$ cat config.mk
export PLATFORM = sky130hd
export DESIGN_NAME = gemac_wb_init
export DESIGN_NICKNAME = d
export VERILOG_FILES = /design/src/rtl/gemac_wb_init.sv
export SDC_FILE = /design/constraint.sdc
export NUM_CORES = 1
export LEC_CHECK = 0
export ABC_AREA = 1
export CORE_MARGIN = 1
export CORE_UTILIZATION = 51
export CTS_CLUSTER_SIZE = 20
export DETAILED_ROUTE_END_ITERATION = 16
export PLACE_DENSITY = 0.89
export SYNTH_ARGS = -nofsm -noshare
export SYNTH_HDL_FRONTEND = slang
export SYNTH_SLANG_ARGS = --single-unit
$ cat constraint.sdc
create_clock -name wb_clk -period 3.2 [get_ports wb_clk]
set_clock_uncertainty 0.1 [all_clocks]
set_input_delay 0.64 -clock wb_clk [delete_from_list [all_inputs] [get_ports wb_clk]]
set_output_delay 0.64 -clock wb_clk [all_outputs]
set_load 0.005 [all_outputs]
$ cat src/rtl/gemac_wb_init.sv
// gemac_wb_init
// -------------
// Wishbone master that programs the GEMAC wrapper's control registers after
// reset (and again on a 'start' pulse), then forwards single runtime register
// writes from one user requester onto the same bus.
//
// Init table, written in order (k = 0..5):
//   adr  0 : MISC_SETTINGS (zero-extended)
//   adr  4 : UCAST_ADDR[47:32]
//   adr  8 : UCAST_ADDR[31:0]
//   adr 12 : MCAST_ADDR[47:32]
//   adr 16 : MCAST_ADDR[31:0]
//   adr 20 : MDIO_DIV (nopre = 0)
//
// Ports:
//   wb_clk    in   clock
//   wb_rst_n  in   asynchronous active-low reset
//   start     in   one-cycle pulse, re-runs the init sequence (only in READY)
//   wb_adr    out  Wishbone address
//   wb_dat_o  out  Wishbone write data
//   wb_stb    out  Wishbone strobe
//   wb_cyc    out  Wishbone cycle
//   wb_we     out  Wishbone write enable
//   wb_ack    in   Wishbone acknowledge
//   usr_req   in   runtime write request (level, held until usr_ack)
//   usr_adr   in   runtime write address
//   usr_dat   in   runtime write data
//   usr_ack   out  one-cycle pulse when the user write has finished
//   busy      out  init sequence running (including the start delay)
//   done      out  init sequence completed
//   err       out  sticky: some bus cycle timed out
module gemac_wb_init #(
    parameter logic [5:0]  MISC_SETTINGS = 6'b111101,
    parameter logic [47:0] UCAST_ADDR    = 48'hA0B0_C0D0_A1B1,
    parameter logic [47:0] MCAST_ADDR    = 48'h0000_0000_0000,
    parameter logic [7:0]  MDIO_DIV      = 8'h08,
    parameter int          START_DLY     = 10,
    parameter int          TIMEOUT       = 255
) (
    input  logic        wb_clk,
    input  logic        wb_rst_n,
    input  logic        start,
    output logic [7:0]  wb_adr,
    output logic [31:0] wb_dat_o,
    output logic        wb_stb,
    output logic        wb_cyc,
    output logic        wb_we,
    input  logic        wb_ack,
    input  logic        usr_req,
    input  logic [7:0]  usr_adr,
    input  logic [31:0] usr_dat,
    output logic        usr_ack,
    output logic        busy,
    output logic        done,
    output logic        err
);

    localparam int DLY_W = (START_DLY < 1) ? 1 : $clog2(START_DLY + 1);
    localparam int TO_W  = (TIMEOUT < 1) ? 1 : $clog2(TIMEOUT + 1);
    localparam logic [DLY_W-1:0] DLY_LAST = DLY_W'(START_DLY);
    localparam logic [TO_W-1:0]  TO_LAST  = TO_W'(TIMEOUT);
    localparam logic [2:0]       LAST_K   = 3'd5;

    typedef enum logic [2:0] {
        ST_WAIT     = 3'd0,
        ST_INIT_WR  = 3'd1,
        ST_INIT_GAP = 3'd2,
        ST_READY    = 3'd3,
        ST_USR_WR   = 3'd4,
        ST_USR_GAP  = 3'd5
    } state_t;

    // Register addresses are word aligned: entry k lives at byte address 4*k.
    function automatic logic [7:0] init_adr(input logic [2:0] k);
        init_adr = {3'b000, k, 2'b00};
    endfunction

    // Write data for init entry k.
    function automatic logic [31:0] init_dat(input logic [2:0] k);
        case (k)
            3'd0:    init_dat = {26'd0, MISC_SETTINGS};
            3'd1:    init_dat = {16'd0, UCAST_ADDR[47:32]};
            3'd2:    init_dat = UCAST_ADDR[31:0];
            3'd3:    init_dat = {16'd0, MCAST_ADDR[47:32]};
            3'd4:    init_dat = MCAST_ADDR[31:0];
            3'd5:    init_dat = {24'd0, MDIO_DIV};
            default: init_dat = 32'd0;
        endcase
    endfunction

    state_t           state_r, state_s;
    logic [2:0]       k_r, k_s;
    logic [DLY_W-1:0] dly_cnt_r, dly_cnt_s;
    logic [TO_W-1:0]  to_cnt_r, to_cnt_s;
    logic [7:0]       adr_s;
    logic [31:0]      dat_s;
    logic             stb_s;
    logic             usr_ack_s;
    logic             busy_s;
    logic             done_s;
    logic             err_s;
    logic             cyc_end_s;

    // A bus cycle ends on ack, or is abandoned once the wait counter is exhausted.
    assign cyc_end_s = wb_ack || (to_cnt_r == TO_LAST);

    // Next-state and next-output logic; outputs are registered from these values.
    always_comb begin
        state_s   = state_r;
        k_s       = k_r;
        dly_cnt_s = dly_cnt_r;
        to_cnt_s  = to_cnt_r;
        adr_s     = wb_adr;
        dat_s     = wb_dat_o;
        stb_s     = 1'b0;
        usr_ack_s = 1'b0;
        busy_s    = busy;
        done_s    = done;
        err_s     = err;

        case (state_r)
            ST_WAIT: begin
                if (dly_cnt_r == DLY_LAST) begin
                    state_s  = ST_INIT_WR;
                    k_s      = 3'd0;
                    adr_s    = init_adr(3'd0);
                    dat_s    = init_dat(3'd0);
                    to_cnt_s = {TO_W{1'b0}};
                    stb_s    = 1'b1;
                end else begin
                    dly_cnt_s = dly_cnt_r + DLY_W'(1);
                end
            end

            ST_INIT_WR: begin
                if (cyc_end_s) begin
                    state_s = ST_INIT_GAP;
                    // an ack on the very last allowed cycle still counts as success
                    err_s   = err | ~wb_ack;
                end else begin
                    stb_s    = 1'b1;
                    to_cnt_s = to_cnt_r + TO_W'(1);
                end
            end

            ST_INIT_GAP: begin
                if (k_r == LAST_K) begin
                    state_s = ST_READY;
                    done_s  = 1'b1;
                    busy_s  = 1'b0;
                end else begin
                    state_s  = ST_INIT_WR;
                    k_s      = k_r + 3'd1;
                    adr_s    = init_adr(k_r + 3'd1);
                    dat_s    = init_dat(k_r + 3'd1);
                    to_cnt_s = {TO_W{1'b0}};
                    stb_s    = 1'b1;
                end
            end

            ST_READY: begin
                // start outranks a user request; the request stays pending
                if (start) begin
                    state_s   = ST_WAIT;
                    dly_cnt_s = {DLY_W{1'b0}};
                    done_s    = 1'b0;
                    err_s     = 1'b0;
                    busy_s    = 1'b1;
                end else if (usr_req) begin
                    // address/data are captured here, so later input changes are harmless
                    state_s  = ST_USR_WR;
                    adr_s    = usr_adr;
                    dat_s    = usr_dat;
                    to_cnt_s = {TO_W{1'b0}};
                    stb_s    = 1'b1;
                end else begin
                    state_s = ST_READY;
                end
            end

            ST_USR_WR: begin
                if (cyc_end_s) begin
                    state_s   = ST_USR_GAP;
                    err_s     = err | ~wb_ack;
                    usr_ack_s = 1'b1;
                end else begin
                    stb_s    = 1'b1;
                    to_cnt_s = to_cnt_r + TO_W'(1);
                end
            end

            ST_USR_GAP: begin
                state_s = ST_READY;
            end

            default: begin
                // unreachable encodings recover by re-running the whole init
                state_s   = ST_WAIT;
                dly_cnt_s = {DLY_W{1'b0}};
                k_s       = 3'd0;
                done_s    = 1'b0;
                busy_s    = 1'b1;
            end
        endcase
    end

    // State, counters and all outputs; reset drops the bus strobes immediately.
    always_ff @(posedge wb_clk or negedge wb_rst_n) begin
        if (!wb_rst_n) begin
            state_r   <= ST_WAIT;
            k_r       <= 3'd0;
            dly_cnt_r <= {DLY_W{1'b0}};
            to_cnt_r  <= {TO_W{1'b0}};
            wb_adr    <= 8'd0;
            wb_dat_o  <= 32'd0;
            wb_stb    <= 1'b0;
            wb_cyc    <= 1'b0;
            wb_we     <= 1'b0;
            usr_ack   <= 1'b0;
            busy      <= 1'b1;
            done      <= 1'b0;
            err       <= 1'b0;
        end else begin
            state_r   <= state_s;
            k_r       <= k_s;
            dly_cnt_r <= dly_cnt_s;
            to_cnt_r  <= to_cnt_s;
            wb_adr    <= adr_s;
            wb_dat_o  <= dat_s;
            wb_stb    <= stb_s;
            wb_cyc    <= stb_s;
            wb_we     <= stb_s;
            usr_ack   <= usr_ack_s;
            busy      <= busy_s;
            done      <= done_s;
            err       <= err_s;
        end
    end

endmodule

# Yosys cells after proc, flatten, opt, wreduce, memory -nomap -nowiden
# Cells that the tools add are included.
dict set report word_totals {
  reg_bits 63
  inputBits 45
  output_inout_bits 47
  wordCells 103
}
dict set report classes {
  addsub 3
  eq_ne 22
  muxes 45
  bitwise_logic 5
  n_reduce_logical 17
}
# op count
set ops {}
lappend ops {{32-bit 2-to-1 mux} 4}
lappend ops {{32-bit one-hot mux with 4 select lines} 1}
lappend ops {{32-bit one-hot mux with 3 select lines} 1}
lappend ops {{8-bit 2-to-1 mux} 8}
lappend ops {{8-bit one-hot mux with 4 select lines} 1}
lappend ops {{8-bit one-hot mux with 3 select lines} 1}
lappend ops {{3-bit 2-to-1 mux} 7}
lappend ops {{2-bit inequality test (second input constant)} 10}
lappend ops {{3-bit one-hot mux with 6 select lines} 1}
lappend ops {{3-bit AND reduction} 5}
lappend ops {{3-bit == test (second input constant)} 4}
lappend ops {{1-bit 2-to-1 mux} 12}
lappend ops {{4-bit one-hot mux with 3 select lines} 1}
lappend ops {{4-bit OR reduction} 3}
lappend ops {{3-bit by 2-bit == test with 1-bit output (second input constant)} 3}
lappend ops {{3-bit one-hot mux with 3 select lines} 1}
lappend ops {{8-bit by 1-bit adder with 8-bit output (second input constant)} 1}
lappend ops {{8-bit == test (second input constant)} 1}
lappend ops {{4-bit 2-to-1 mux} 2}
lappend ops {{3-bit by 1-bit == test with 1-bit output (second input constant)} 2}
lappend ops {{3-bit zero test} 2}
lappend ops {{1-bit one-hot mux with 3 select lines} 2}
lappend ops {{6-bit AND reduction} 1}
lappend ops {{5-bit AND reduction} 1}
lappend ops {{other kinds (14)} 17}

# Depth between registers and ports, before layout
# Gate-level depths: netlist of the first run.
dict set report logic_depth {
  ltp_word 5
  ltp_mapped 10
  depth_no_buf 9
}

# Worst setup path before layout of the first run
# Ideal clock, no wire load.
dict set report synth_timing {
  kind {reg-to-reg}
  from {reg to_cnt_r[0]}
  to {reg to_cnt_r[2]}
  setup_ns 0.127
  arrival_ns 1.292
  path_slack_ns 1.681
  path_stages_with_launch 9
  path_buffers 1
  period_less_slack_ns 1.519
  cell_sequence {dfrtp_1 ha_1 nand3_1 nor2_1 nand3_1 nand3_4 buf_6 nand3_1 o21ai_0}
}
dict set report synth_via {
  elab_chain_cells 4
}
# item line
set synth_lines {}
lappend synth_lines {{from (decl)} 94} ;# logic [TO_W-1:0] to_cnt_r, to_cnt_s;
lappend synth_lines {{from (signal assigned)} 213} ;# to_cnt_r <= {TO_W{1'b0}};
lappend synth_lines {{from (signal assigned)} 227} ;# to_cnt_r <= to_cnt_s;
lappend synth_lines {{parallel branches: the longest is 4 deep, another holds 8-bit by 1-bit adder with 8-bit output} -}
# Several ways; the timed one is not identified. The select of a mux whose other input is x is not followed.
# A chain may end at the register's enable or synchronous reset.

# Worst setup path after layout of the first run
dict set report layout_timing {
  from {in start}
  to {reg wb_dat_o[14]}
}
dict set report layout_via {
  elab_chain_cells 2
}
# item line
set layout_lines {}
lappend layout_lines {{from (decl)} 42} ;# input logic start,
lappend layout_lines {{2-bit inequality test (no line)} -}
lappend layout_lines {{5-bit AND reduction (no line)} -}
lappend layout_lines {{to (signal assigned)} 229} ;# wb_dat_o <= dat_s;
lappend layout_lines {{to (decl)} 44} ;# output logic [31:0] wb_dat_o,
# Every way passes these cells.

==> impl_results.md, run 1 <==
* Worst Max-Slew Pin Slew at 0.725 ns
* Initial antenna violation count at 0
* Peak VDD IR at between 0.4 and 0.5 mV
* Combinational Power Share at about 44%
* H-tree levels at 3
* Worst slew margin at 51.5%
* Die outline height at 79.2 um
* CTS Buf Count at 9
* ANT cells at 0
* Die Area at between 6000 and 7000 um^2
* Starting Density at 53.9%
* IO Count at 92
* RD Place Congestion at 0.884
* Pwr dens at 802 nW/um^2
* Critical Path Fanout Max at 33
* Grt ovf at 0
* Fin nets at 505
* CTS Hold Bufs at 0
* Post-layout util at about three quarters
* Initial DRC count at ~180
* Remaining DRCs at 0
* Via/cell ratio at approximately 5.2
* Simple-gate share of the synthesized area at 30.6%
* Share of cells above drive strength 1 at 5.90%
* Fillers at around 430
* MaxCap Viol Count at 0
* CP Capture Point: wb_dat_o[14]
* PnR Total Power at 0.00331 W
* Layout area overhead at 35.7%
* Slowest-stage cell, CP: clkdlybuf4s50_1
* Compound-gate portion of the synthesized area at 6.75%
* # rows at 27
* Status: completed
* RR Startpoint: k_r[1]
* Most frequent CP cell: nand3_2
* Bufs on Longest Clock Path at 2
* CTS clk-pin slew, worst paths at around 0.070 ns
* Via count at between 2k and 3k
* Clock network fraction of design power at between 10% and 20%
* Flops & latches, synth at 63
* Global-route wire length before repair at 12000 um
* Hold Fails Final Rpt at 0
* Core region area at ~5600 um^2
* Crit path DAT at 2.38 ns
* Critical Path End Type: flop
* Setup TNS at 0 ns
* Final setup fails at 0
* Largest family of logic cells by synthesized area: simple AND/OR/NAND/NOR gates
* R2R cell count at 8
* Final std cells w/o fill at 530
* Sw Pwr at ~0.0012 W
* Number of global-route vias before repair at between 2k and 3k
* Pins Over Slew Limit at 0
* Reg2reg end: wb_dat_o[14]
* Ys Warns at 0
* Routed length per instance at 13.2 um
* Input/output buffers at 91
* Post-Synthesis Cells at between 300 and 400
* HP Class: input port to asynchronous set/reset pin
* Net Count, Synth at slightly above 400
* Chip width at roughly 79 um
* Post-CTS Setup Inserts at 0
* Leakage at 1.96 nW
* Sink Count at 63
* RSZ-0062 raised after global routing: no
* Worst EP required at 3.32 ns
* Crit. Startpoint: start
* Placed wire-length estimate at 5020 um
* CP startpoint kind: input port
* Crit Path Category: input port to flop
* Largest net degree at the start of global routing at 46
* Placed Instances at 514
* Most frequent cells in the layout: nand2_1, clkdlybuf4s50_1, dfrtp_1
* Post_cts resized at 0
* Clock Latency Late Sink at 0.34 ns
* Critical path's largest stage delay at 0.49 ns
* XOR/XNOR Fraction of Synth Area at under 10%
* Period utilization at between 70% and 80%
* Post-synthesis mux area share at 0%
* CTS tree: done
* Aggregate global-route resource usage at ~25%
* Fin Hold WS at 0.127 ns
* Fmax at 444 MHz
* R2R Setup Slk at 0.95 ns
* Sequential-to-total area share from yosys stat at 51.9%
* Avg Synthesized Cell Area at 8.38 um^2
* Post-layout min period at 2.25 ns
* First-pass DRT Iterations at 5
* Power Internal at 0.00208 W
* Critical-path cell list: clkdlybuf4s50_1, inv_1, nand3_2, nand3_2, buf_4, nand3_1, nand2_1
* Post-Syn Area at between 3000 and 4000 um^2
* Detailed Route WL at 7010 um
* ANT nets after route at 0
* Unique masters post-synth at 28
* Switch share at 37.1%
* Most common cell after layout, fill and taps aside: nand2_1
* Post-Synth Adder-Cell Area at under 10%
* Root Buffer: clkbuf_8
* Reg power frac at a little under two fifths
stage by stage:
| step | setup WS [ns] | instance area [um^2] |
|---|---|---|
| 6_report | 0.945 | 4130 |
| 5_1_grt | 0.755 | 4130 |
| 4_1_cts | 0.953 | 4130 |
| 3_5_place_dp | 0.609 | 3960 |
| 3_3_place_gp | 0.677 | 3960 |
| 2_1_floorplan | 1.68 | 3040 |
cell type report:
| cell class | instances | area (um^2) | share of cell area (%) |
|---|---|---|---|
| inverters | 24 | 90.1 | 2.18 |
| clock buffers | 11 | 131 | 3.18 |
| flip-flops and latches | 63 | 1580 | 38.2 |
| multi-input cells | 261 | 1280 | 30.9 |
| repair buffers | 94 | 928 | 22.5 |
| well taps | 72 | 90.1 | 2.18 |
| clock inverters | 5 | 35.0 | 0.848 |
cell families (layout without fill, tap and decap cells):
group	count (synthesis)	in the layout
buffers and inverters	39	134
AND/OR/NAND/NOR	214	214
AO/OA/AOI/OAI	34	34
flip-flops	63	63
adder cells (fa/ha/maj)	7	7
XOR/XNOR	6	6
routing by layer:
metal  global-route usage [%]  part of all wire (%)  vias up  routed length, um
met5                        0                     0        -                  0
met4                     10.2                   1.8        0                125
met3                     6.09                   5.9       13                413
met2                     41.3                    49       89               3400
met1                     30.7                    44     1309               3060
li1                         -                     -     1357                  -
cell usage after synthesis, drive strengths merged:
library cell	count	area [um^2]
xnor2	3	26.3
o211ai	1	7.51
nand2	116	440
nor2	34	143
nand3	60	323
buf	14	93.8
a21oi	4	20.0
dfstp	1	26.3
xor2	3	26.3
dfrtp	62	1550
inv	24	90.1
a31oi	1	6.26
nor3	2	10.0
ha	7	87.6
o21a	12	90.1
o21ai	15	75.1
o22ai	1	6.26
nor3b	1	7.51
clkbuf	1	3.75
nand3b	1	7.51
state kept, by name, indices dropped and copies added (netlist names):
name,cells
wb_adr,8
k_r,3
state_r,3
dly_cnt_r,4
wb_we,1
wb_dat_o,32
to_cnt_r,8
busy,1
done,1
err,1
usr_ack,1
worst min path at each step:
stage / start / end / slack, ns / cells after the start
floorplan: wb_rst_n / dly_cnt_r[0] / 0.24 / 0
finish: wb_rst_n / done / 0.13 / 1
CTS: wb_rst_n / state_r[2] / 0.13 / 1
detailed placement: wb_dat_o[19] / wb_dat_o[19] / 0.37 / 2
global placement: wb_dat_o[6] / wb_dat_o[6] / 0.36 / 2
global route: wb_rst_n / done / 0.15 / 1
critical path: cells and delay by family:
kind                   cells  cell delay [ns]
and+or+nand+nor            4             0.73
buffers and inverters      3             0.99
power groups by stage:
stage | clock (W) | sequential (W) | combinational, W
finish | 0.000585 | 0.00126 | 0.00146
global route | 0.000641 | 0.00129 | 0.00163
CTS | 0.000596 | 0.00126 | 0.00148
detailed placement | 0 | 0.00127 | 0.00147
global placement | 0 | 0.00126 | 0.00142
floorplan | 0 | 0.00125 | 0.000849
No activity file was read; power rests on OpenSTA's default activity.
==> run 2: changes to the inputs <==
--- a/config.mk
+++ b/config.mk
@@ -7,10 +7,10 @@
 export LEC_CHECK = 0
 export ABC_AREA = 1
 export CORE_MARGIN = 1
-export CORE_UTILIZATION = 51
+export CORE_UTILIZATION = 47
 export CTS_CLUSTER_SIZE = 20
 export DETAILED_ROUTE_END_ITERATION = 16
-export PLACE_DENSITY = 0.89
+export PLACE_DENSITY = 0.83
 export SYNTH_ARGS = -nofsm -noshare
 export SYNTH_HDL_FRONTEND = slang
 export SYNTH_SLANG_ARGS = --single-unit
==> constraint.sdc (replaced) <==
create_clock -name wb_clk -period 2.1 [get_ports wb_clk]
set_clock_uncertainty 0.1 [all_clocks]
set_input_delay 0.42 -clock wb_clk [delete_from_list [all_inputs] [get_ports wb_clk]]
set_output_delay 0.42 -clock wb_clk [all_outputs]
set_load 0.005 [all_outputs]
==> impl_results.md, run 2 (synthesized netlist as in run 1, its figures left out) <==
* Status: completed
* Via count at roughly 2.8k
* Slowest-stage cell, CP: dfstp_2
* Chip width at 82.4 um
* ANT cells at 0
* Sink Count at 63
* Share of cells above drive strength 1 at 6.72%
* Post-layout util at a little over two thirds
* Critical Path Fanout Max at 2
* Crit Path Category: flop to output pin
* Most frequent cells in the layout: nand2_1, clkdlybuf4s50_1, dfrtp_1
* Fin Hold WS at 0.382 ns
* CP startpoint kind: flop
* Setup TNS at 0 ns
* Post-layout min period at about 1.9 ns
* RSZ-0062 raised after global routing: no
* Critical Path End Type: output pin
* Crit. Startpoint: busy
* RR Startpoint: dly_cnt_r[0]
* Post_cts resized at 0
* Starting Density at 49.9%
* Final setup fails at 0
* Worst Max-Slew Pin Slew at 0.476 ns
* Critical-path cell list: clkdlybuf4s50_1
* CTS Buf Count at 9
* Pwr dens at 1260 nW/um^2
* Placed Instances at 519
* Top Registers: wb_dat_o (32), to_cnt_r (8), wb_adr (8)
* Global-route wire length before repair at 11700 um
* Routed length per instance at 13.4 um
* Largest Register: wb_dat_o
* Period utilization at 89.7%
* Initial DRC count at about 180
* Via/cell ratio at 5.18
* Detailed Route WL at slightly above 7000 um
* Fin nets at 508
* Remaining DRCs at 0
* Bufs on Longest Clock Path at 2
* Root Buffer: clkbuf_8
* Die Area at about 6800 um^2
* Layout area overhead at 39.2%
* First-pass DRT Iterations at 4
* Fmax at 531 MHz
* IO Count at 92
* Top delay family on crit path: flip-flops
* Largest net degree at the start of global routing at between 60 and 70
* HP Class: flop to flop
* Die outline height at 82.4 um
* Pins Over Slew Limit at 0
* MaxCap Viol Count at 0
* Clock Latency Late Sink at between 0.3 and 0.4 ns
* Most common cell after layout, fill and taps aside: nand2_1
* Final std cells w/o fill at ~540
* ANT nets after route at 0
* RD Place Congestion at between 0.8 and 0.9
* Peak VDD IR at 0.743 mV
* Number of global-route vias before repair at 2560
* CTS clk-pin slew, worst paths at 0.07 ns
* Hold Fails Final Rpt at 0
* CTS tree: done
* Crit path DAT at 1.36 ns
* CP Buf/Inv Count at 1
* Leakage at around 2 nW
* Max reg flops at 32
* Core region area at 6100 um^2
* Placed wire-length estimate at ~5000 um
* Critical path's largest stage delay at 0.53 ns
* Hold_sp: wb_dat_o[0]
* Grt ovf at 0
* Worst slew margin at 68.1%
* Worst EP required at around 1.6 ns
* # rows at 28
* Aggregate global-route resource usage at 23.2%
* Initial antenna violation count at 0
* Fillers at 485
* PnR Total Power at 0.00534 W
* Input/output buffers at slightly above 90
* H-tree levels at 3
[run 2: changes by cell type in the layout (fill, tap and decap cells not counted), sizes merged]
cell	delta
clkinvlp	+1
bufinv	+1
inv	+1
clkbuf	-1
clkinv	-2
dlygate4sd3	+1
buf	+2
[run 2: what timing repair did]
action                     4_1_cts  5_1_grt
hold buffers                     1        0
setup endpoints to repair        0        0
hold endpoints to repair        62        0
setup buffers                    0        0
[run 2: routing by layer]
metal  GRT usage (%)  vias to the layer above  wire [um]  share of wire [%]
li1                -                     1355          -                  -
met4            11.1                        0        174                2.4
met5               0                        -          0                  0
met1            29.7                     1310       3110                 43
met3            5.38                       17        455                6.3
met2            37.2                       96       3430                 48
[run 2: cell type report]
| cell class | count | area, um^2 | area share, % |
|---|---|---|---|
| Sequential cell | 63 | 1580 | 37.3 |
| Timing Repair Buffer | 97 | 991 | 23.4 |
| Clock inverter | 6 | 67.6 | 1.60 |
| Multi-Input combinational cell | 261 | 1280 | 30.1 |
| Tap cell | 75 | 93.8 | 2.22 |
| Inverter | 24 | 90.1 | 2.13 |
| Clock buffer | 10 | 138 | 3.25 |
[run 2: report_power, final]
part           internal, W  switching [W]  total [W]
clock             0.000584       0.000498    0.00108
combinational      0.00118        0.00116    0.00234
sequential         0.00164       0.000275    0.00191
[run 2: final timing paths]
check | end | slack (ns) | cells past startpoint
max | busy | 0.22 | 1
min | wb_dat_o[0] | 0.38 | 2
max reg2reg | dly_cnt_r[0] | 0.32 | 8
min reg2reg | wb_dat_o[0] | 0.38 | 2
max in group asynchronous | busy | 1.10 | 3
min in group asynchronous | wb_dat_o[13] | 0.51 | 3
[run 2: metrics by stage]
stage | worst slack, ns | instance area [um^2]
2_1_floorplan | 0.581 | 3040
3_3_place_gp | 0.284 | 4020
3_5_place_dp | 0.246 | 4020
4_1_cts | 0.211 | 4230
5_1_grt | 0.151 | 4230
6_report | 0.217 | 4230
